==> src/rtl/sccb_master.sv <==
// SCCB (I2C-like) master for camera register access, quarter-tick bus timing.
// Ports: clk/reset/tick, start+rw+devAddr+regAddr+wrData request,
//        busy/done/ackErr/rdData status, sccbClock/sdaOut/sdaIn pad side.
module sccb_master #(
    parameter bit CHECK_ACK = 1'b1
) (
    input  logic       clk,
    input  logic       reset,
    input  logic       tick,
    input  logic       start,
    input  logic       rw,
    input  logic [6:0] devAddr,
    input  logic [7:0] regAddr,
    input  logic [7:0] wrData,
    output logic       busy,
    output logic       done,
    output logic       ackErr,
    output logic [7:0] rdData,
    output logic       sccbClock,
    output logic       sdaOut,
    input  logic       sdaIn
);

    typedef enum logic [2:0] {
        IDLE,
        START,
        SEND,
        ACK,
        RECV,
        MNACK,
        STOP
    } state_t;

    state_t     state_q, state_d;
    logic [1:0] qcnt_q, qcnt_d;
    logic [2:0] bitcnt_q, bitcnt_d;
    logic [1:0] byte_q, byte_d;
    logic       phase_q, phase_d;
    logic       rw_q, rw_d;
    logic [6:0] dev_q, dev_d;
    logic [7:0] reg_q, reg_d;
    logic [7:0] wr_q, wr_d;
    logic [7:0] rx_q, rx_d;
    logic       ackErr_q, ackErr_d;
    logic [7:0] rdData_q, rdData_d;
    logic       done_q, done_d;
    logic       scl_q, scl_d;
    logic       sda_q, sda_d;

    logic [7:0] tx_byte;
    logic       tx_bit;
    logic       seg_scl;
    logic       seg_sda;
    logic       mid;
    logic       last_q;

    // Byte 0 carries the R/W bit; it is only 1 in the second read phase.
    always_comb begin
        tx_byte = wr_q;
        unique case (byte_q)
            2'd0:    tx_byte = {dev_q, phase_q};
            2'd1:    tx_byte = reg_q;
            default: tx_byte = wr_q;
        endcase
    end

    assign tx_bit = tx_byte[bitcnt_q];
    assign mid    = qcnt_q[0] ^ qcnt_q[1];
    assign last_q = (qcnt_q == 2'd3);

    // Bus level for the current segment quarter.
    always_comb begin
        seg_scl = 1'b1;
        seg_sda = 1'b1;
        unique case (state_q)
            START: begin
                seg_scl = (qcnt_q != 2'd3);
                seg_sda = ~qcnt_q[1];
            end
            SEND: begin
                seg_scl = mid;
                seg_sda = tx_bit;
            end
            ACK, RECV, MNACK: begin
                seg_scl = mid;
                seg_sda = 1'b1;
            end
            STOP: begin
                seg_scl = (qcnt_q != 2'd0);
                seg_sda = qcnt_q[1];
            end
            default: begin
                seg_scl = 1'b1;
                seg_sda = 1'b1;
            end
        endcase
    end

    always_comb begin
        state_d  = state_q;
        qcnt_d   = qcnt_q;
        bitcnt_d = bitcnt_q;
        byte_d   = byte_q;
        phase_d  = phase_q;
        rw_d     = rw_q;
        dev_d    = dev_q;
        reg_d    = reg_q;
        wr_d     = wr_q;
        rx_d     = rx_q;
        ackErr_d = ackErr_q;
        rdData_d = rdData_q;
        done_d   = 1'b0;
        scl_d    = scl_q;
        sda_d    = sda_q;

        if (state_q == IDLE) begin
            scl_d = 1'b1;
            sda_d = 1'b1;
            if (start) begin
                state_d  = START;
                qcnt_d   = 2'd0;
                bitcnt_d = 3'd7;
                byte_d   = 2'd0;
                phase_d  = 1'b0;
                rw_d     = rw;
                dev_d    = devAddr;
                reg_d    = regAddr;
                wr_d     = wrData;
                ackErr_d = 1'b0;
            end
        end else if (tick) begin
            scl_d  = seg_scl;
            sda_d  = seg_sda;
            qcnt_d = qcnt_q + 2'd1;
            unique case (state_q)
                START: begin
                    if (last_q) begin
                        state_d  = SEND;
                        bitcnt_d = 3'd7;
                    end
                end
                SEND: begin
                    if (last_q) begin
                        if (bitcnt_q == 3'd0) begin
                            state_d = ACK;
                        end else begin
                            bitcnt_d = bitcnt_q - 3'd1;
                        end
                    end
                end
                ACK: begin
                    if (qcnt_q == 2'd2 && CHECK_ACK && sdaIn) begin
                        ackErr_d = 1'b1;
                    end
                    if (last_q) begin
                        // Abort, end of write, or end of read phase 1.
                        if (ackErr_q || byte_q == 2'd2 ||
                            (rw_q && !phase_q && byte_q == 2'd1)) begin
                            state_d = STOP;
                        end else if (rw_q && phase_q) begin
                            state_d  = RECV;
                            bitcnt_d = 3'd7;
                        end else begin
                            state_d  = SEND;
                            bitcnt_d = 3'd7;
                            byte_d   = byte_q + 2'd1;
                        end
                    end
                end
                RECV: begin
                    if (qcnt_q == 2'd2) begin
                        rx_d = {rx_q[6:0], sdaIn};
                    end
                    if (last_q) begin
                        if (bitcnt_q == 3'd0) begin
                            state_d = MNACK;
                        end else begin
                            bitcnt_d = bitcnt_q - 3'd1;
                        end
                    end
                end
                MNACK: begin
                    if (last_q) begin
                        state_d = STOP;
                    end
                end
                STOP: begin
                    if (last_q) begin
                        if (rw_q && !phase_q && !ackErr_q) begin
                            state_d = START;
                            phase_d = 1'b1;
                            byte_d  = 2'd0;
                        end else begin
                            state_d = IDLE;
                            done_d  = 1'b1;
                            if (rw_q && !ackErr_q) begin
                                rdData_d = rx_q;
                            end
                        end
                    end
                end
                default: begin
                    state_d = IDLE;
                end
            endcase
        end
    end

    always_ff @(posedge clk) begin
        if (reset) begin
            state_q  <= IDLE;
            qcnt_q   <= 2'd0;
            bitcnt_q <= 3'd0;
            byte_q   <= 2'd0;
            phase_q  <= 1'b0;
            rw_q     <= 1'b0;
            dev_q    <= 7'd0;
            reg_q    <= 8'd0;
            wr_q     <= 8'd0;
            rx_q     <= 8'd0;
            ackErr_q <= 1'b0;
            rdData_q <= 8'd0;
            done_q   <= 1'b0;
            scl_q    <= 1'b1;
            sda_q    <= 1'b1;
        end else begin
            state_q  <= state_d;
            qcnt_q   <= qcnt_d;
            bitcnt_q <= bitcnt_d;
            byte_q   <= byte_d;
            phase_q  <= phase_d;
            rw_q     <= rw_d;
            dev_q    <= dev_d;
            reg_q    <= reg_d;
            wr_q     <= wr_d;
            rx_q     <= rx_d;
            ackErr_q <= ackErr_d;
            rdData_q <= rdData_d;
            done_q   <= done_d;
            scl_q    <= scl_d;
            sda_q    <= sda_d;
        end
    end

    assign busy      = (state_q != IDLE);
    assign done      = done_q;
    assign ackErr    = ackErr_q;
    assign rdData    = rdData_q;
    assign sccbClock = scl_q;
    assign sdaOut    = sda_q;

endmodule

==> config.mk <==
export PLATFORM = sky130hd
export DESIGN_NAME = sccb_master
export DESIGN_NICKNAME = d
export VERILOG_FILES = /design/src/rtl/sccb_master.sv
export SDC_FILE = /design/constraint.sdc
export NUM_CORES = 1
export LEC_CHECK = 0
export CORE_AREA = 2 2 74 76
export DETAILED_ROUTE_END_ITERATION = 12
export DIE_AREA = 0 0 76 78
export PLACE_DENSITY = 0.78
export SETUP_SLACK_MARGIN = 0.4
export SLEW_MARGIN = 20
export SYNTH_ARGS = -nofsm -noshare
export SYNTH_HDL_FRONTEND = slang
export SYNTH_SLANG_ARGS = --single-unit
==> constraint.sdc <==
create_clock -name clk -period 3 [get_ports clk]
set_input_delay 0.45 -clock clk [delete_from_list [all_inputs] [get_ports clk]]
set_output_delay 0.45 -clock clk [all_outputs]
set_load 0.02 [all_outputs]
==> results.toml, run 1 <==
[floorplan]
rows = 26
dieArea_um2 = 5930
initial_core_util_pct = 52.7
die_w_um = 76
die_h_um = 78
design.core.area_um2 = 5040
io_pins = 42

[synth]
synthFlopType = "dfxtp_1"
synthesis.nets = 355
ys_seq_area_share_pct = 41.5
ys_ff_latch = 55
async_reset_ff_share_pct = 0
synth_edf_count = 0
yosysWarnings = 0
yosysUniqueCellTypes = 55
synthesis.area_um2 = 2660
postSynthAreaPerCell_um2 = 8.35
synth_cells = 318

[finish]
syn_to_final_growth_pct = 20.9
antenna_cells = 0
nNetsFinal = 384
layout-drive-gt1-share_pct = 5.17

[clocking]
clkTransAtPathRegs_ns = 0.10
numCtsBuffers = 5
htreeDepth = 2
cts_root_buf = "clkbuf_8"
clk_latency_ns = 0.31
cts.sinks = 55
cts_tree = "done"
cts_hold_buf = 0
cts_buffer_depth = 2

[critical_path]
slowest_delay_ns = 0.72
cpMaxStageDelayCell = "dfxtp_1"
r2r_start = "state_q[0]"
end_kind = "primary output"
crit_start = "state_q[2]"
worstPathRequired_ns = 2.55
timing.critical_path.from_type = "flip-flop"
cp_max_fo = 17
cp.arrival_ns = 1.99
path_class = "flip-flop to primary output"
crit_chain = "nor3_2 > inv_1 > clkdlybuf4s50_1"

[routing]
post_drt_via_cell_ratio = 5.56
drc = 0
drt-initial-drc-count = 136
avgRoutedWirePerCell_um = 13.7
num_vias = 2323
drt_wl_total_um = 5740
ant_nets = 0
first_pass_iters = 4

[global_route]
grt_pass1_vias = 2196
grt_use_total_pct = 20.7
grt_max_degree = 44
overflow = 0
grt_pass1_wl_um = 10100
antenna_found_initial = 0

[power_and_ir_drop]
total_power_mw = 2.38
p_per_area_nw_per_um2 = 742
p_leak_nw = 1.21
ir_drop_uv = 319

[sta]
drv_slew = 0
hold_violations = 0
worstMarginPinSlew_ns = 0.859
rsz0062_at_grt = "no"
tns_ns = 0
fin_crit_ns = 2.44
fin_crit_sh_pct = 81.4
skew_ns = 0.0107
max_slew_margin_pct = 42.6
setup_viol = 0
fmax_ghz = 0.410

[worst_hold_path]
hold_class = "flip-flop to flip-flop"
min_from = "reg_q[0]"

[job]
drv_cap = 0

[placement]
place.gp.congestion = 0.878
dp.final_hpwl_um = 3980
io_buffer_count = 41

[outcome]
run_status = "finished clean"
[placed cells by master, fill, tap and decap left out, types with 3 or more instances in the layout]
master           instances
a211oi_1                 4
a21oi_1                 32
a22o_1                   5
a22oi_1                  3
a31oi_1                  3
clkbuf_8                 5
clkdlybuf4s50_1         41
dfxtp_1                 54
ha_1                     8
inv_1                   13
mux2i_1                 16
nand2_1                 60
nand3b_1                 4
nor2_1                  33
nor2b_1                  4
nor3_1                   5
nor3b_1                  3
o211ai_1                 3
o21ai_0                  3
o21ai_1                  3
[layout make-up]
class	count	area, um2
fillers	451	1830
multi-input cells	229	1400
clock buffers	6	72.6
clock inverters	2	60.1
flip-flops and latches	55	1100
well taps	70	87.6
repair buffers	43	438
inverters	13	48.8
[path summary, 6_finish.rpt]
check,to,slack [ns],depth (start not counted)
worst max register to register,byte_q[0],0.89,5
worst min register to register,reg_q[0],0.46,2
worst min-delay path,reg_q[0],0.46,2
worst max-delay path,busy,0.56,3
[kinds of logic (layout without fill, tap and decap cells)]
family	after synthesis	in the layout	synth area share (%)
and+or+nand+nor	127	127	22.4
AOI/OAI and AO/OA	76	76	19.7
adders and majority gates	8	8	3.77
DFF	55	55	41.5
muxes	17	17	6.46
buffers and inverters	34	64	5.80
xor gates and xnor gates	1	1	0.330
[stage by stage]
stage | hold WS (ns) | setup WS [ns] | util [%] | cells | cell area (um2)
2_1_floorplan | 0.434 | 1.21 | - | 318 | 2660
3_3_place_gp | 0.443 | 0.860 | 61.0 | 410 | 3080
3_5_place_dp | 0.447 | 0.804 | 61.0 | 410 | 3080
4_1_cts | 0.460 | 0.518 | 63.6 | 418 | 3210
5_1_grt | 0.481 | 0.422 | 63.6 | 418 | 3210
6_report | 0.459 | 0.559 | 63.6 | 418 | 3210
[synthesized netlist by cell type, types with 4 or more instances]
cell,number,area share (%)
nor2_1,33,4.7
ha_1,8,3.8
nand2_1,60,8.5
dfxtp_1,55,41
nor2b_1,4,0.94
clkbuf_1,15,2.1
inv_1,13,1.8
nand3b_1,4,1.1
nor3_1,5,0.94
a22o_1,5,1.6
mux2i_1,16,6.0
a21oi_1,32,6.0
a211oi_1,4,1.1
[metal layers]
layer,wire length [um],vias to the layer above,GRT usage [%]
met5,0,-,0
met4,149,0,8.36
met3,269,12,3.49
met2,2740,60,35.3
met1,2580,1088,26.2
li1,-,1163,-
[report_power, final]
part	internal, mW	switching, mW	leakage, nW
registers	0.835	0.144	0.448
logic	0.341	0.487	0.695
clock network	0.334	0.240	0.0654
[repair_timing]
item / 4_1_cts / 5_1_grt
gates resized for setup: 0 / 1
setup buffers: 0 / 0
endpoints found under the setup margin: 0 / 1
[state kept, by name (all words and copies together), names as in the netlist]
signal,flops
qcnt_q,2
wr_q,8
phase_q,1
bitcnt_q,3
sccbClock,1
sdaOut,1
ackErr,1
reg_q,8
rw_q,1
state_q,3
dev_q,7
byte_q,2
rdData,8
done,1
rx_q,8
[critical path: cells and delay by family, from the launching register on]
kind	cells	cell delay, ns
buf+inv	2	0.84
flops	1	0.72
simple gates	1	0.13
(Power assumes the default switching activity.)
==> inputs of run 2 (changes only) <==
clock period = 2.5 ns   (was 3 ns; I/O delays follow)
==> run 2 against run 1 <==
- combinational power increased by 27%
- power up 21%
- utilization grew 0.72 points
- cell count increased by 1.2%
- die area stayed put
- critical path type unchanged
- wire length up 0.10%
==> results.toml, run 2 (synthesized netlist as in run 1, its figures left out) <==
[sta]
setup_viol = 0
drv_slew = 0
fmax_ghz = 0.528
skew_ns = 0.00913
hold-worst-slack_ns = 0.460
hold_violations = 0
tns_ns = 0
worstMarginPinSlew_ns = 0.547
max_slew_margin_pct = 63.5
rsz0062_at_grt = "no"
fin_crit_ns = 1.89
fin_crit_sh_pct = 75.7

[floorplan]
design.core.area_um2 = 5040
dieArea_um2 = 5930
rows = 26
die_w_um = 76
io_pins = 42
initial_core_util_pct = 52.7
die_h_um = 78

[finish]
final_area_um2 = 3250
fill_cells = 454
antenna_cells = 0
nNetsFinal = 389
final_common_cell = "nand2_1"
seqCellArea_um2 = 1110
multiInputGateArea_um2 = 1410
layout-drive-gt1-share_pct = 7.93
final_cells = 423
final_cell_mix = "nand2_1 (60), dfxtp_1 (52), clkdlybuf4s50_1 (40)"
syn_to_final_growth_pct = 22.2

[clocking]
clk_latency_ns = 0.30
clkTransAtPathRegs_ns = 0.10
numCtsBuffers = 5
cts_root_buf = "clkbuf_8"
htreeDepth = 2
cts_buffer_depth = 2
cts_tree = "done"
cts_hold_buf = 0
post_cts_buffers = 0
cts.sinks = 55

[power_and_ir_drop]
p_leak_nw = 1.23
ir_drop_uv = 387
p_per_area_nw_per_um2 = 887
total_power_mw = 2.88

[routing]
drc = 0
num_vias = 2336
avgRoutedWirePerCell_um = 13.6
drt-initial-drc-count = 190
post_drt_via_cell_ratio = 5.52
drt_wl_total_um = 5750
first_pass_iters = 4
ant_nets = 0

[outcome]
run_status = "finished clean"

[critical_path]
end_kind = "primary output"
worstPathRequired_ns = 2.12
path_class = "flip-flop to primary output"
cp.arrival_ns = 1.52
cp_max_fo = 13
timing.critical_path.from_type = "flip-flop"

[placement]
io_buffer_count = 41
place_inst = 415
dp.final_hpwl_um = 4020
placed_cell_area_um2 = 3100
place.gp.congestion = 0.871

[job]
drv_cap = 0

[global_route]
antenna_found_initial = 0
grt_pass1_vias = 2222
grt_pass1_wl_um = 9880
overflow = 0
grt_max_degree = 44
grt_use_total_pct = 20.2

[worst_hold_path]
hold_class = "flip-flop to flip-flop"
-- run 2: power breakdown --
group / switching [mW] / internal (mW) / total [mW]
Sequential: 0.153 / 1.01 / 1.16
Clock: 0.272 / 0.400 / 0.672
Combinational: 0.619 / 0.427 / 1.05
-- run 2: area by class of cell --
cell class	count	share of cell area [%]
flip-flops and latches	55	34.1
repair buffers	48	14.2
well taps	70	2.70
clock inverters	2	1.85
multi-input cells	229	43.4
inverters	13	1.50
clock buffers	6	2.24
-- run 2: worst max-delay path, stage by stage (launching register included) --
cell and delay (ns):
dfxtp_2 0.41, nor3_2 0.27, inv_1 0.18, dlygate4sd2_1 0.36
-- run 2: worst paths after layout --
kind	from	end	slack, ns	cells past startpoint
setup / recovery	state_q[2]	busy	0.61	3
hold / removal	reg_q[0]	reg_q[0]	0.46	2
setup reg to reg	qcnt_q[1]	state_q[2]	0.61	6
hold reg to reg	reg_q[0]	reg_q[0]	0.46	2
-- run 2: layer usage --
layer | GRT usage, % | share of wire (%)
met5 | 0 | 0
met1 | 25.1 | 46
met3 | 4.19 | 5.3
met4 | 7.09 | 1.5
met2 | 35.0 | 47
-- run 2: what timing repair did --
action,4_1_cts,5_1_grt
resized for setup,5,3
pin swaps,0,0
endpoints found under the setup margin,1,3
gates cloned,0,0
-- run 2: metrics by stage --
step,util (%),setup WS (ns)
after floorplan,-,0.715
final,64.4,0.607
after CTS,64.2,0.554
after global routing,64.4,0.480
after global placement,61.5,0.413
after detailed placement,61.5,0.354
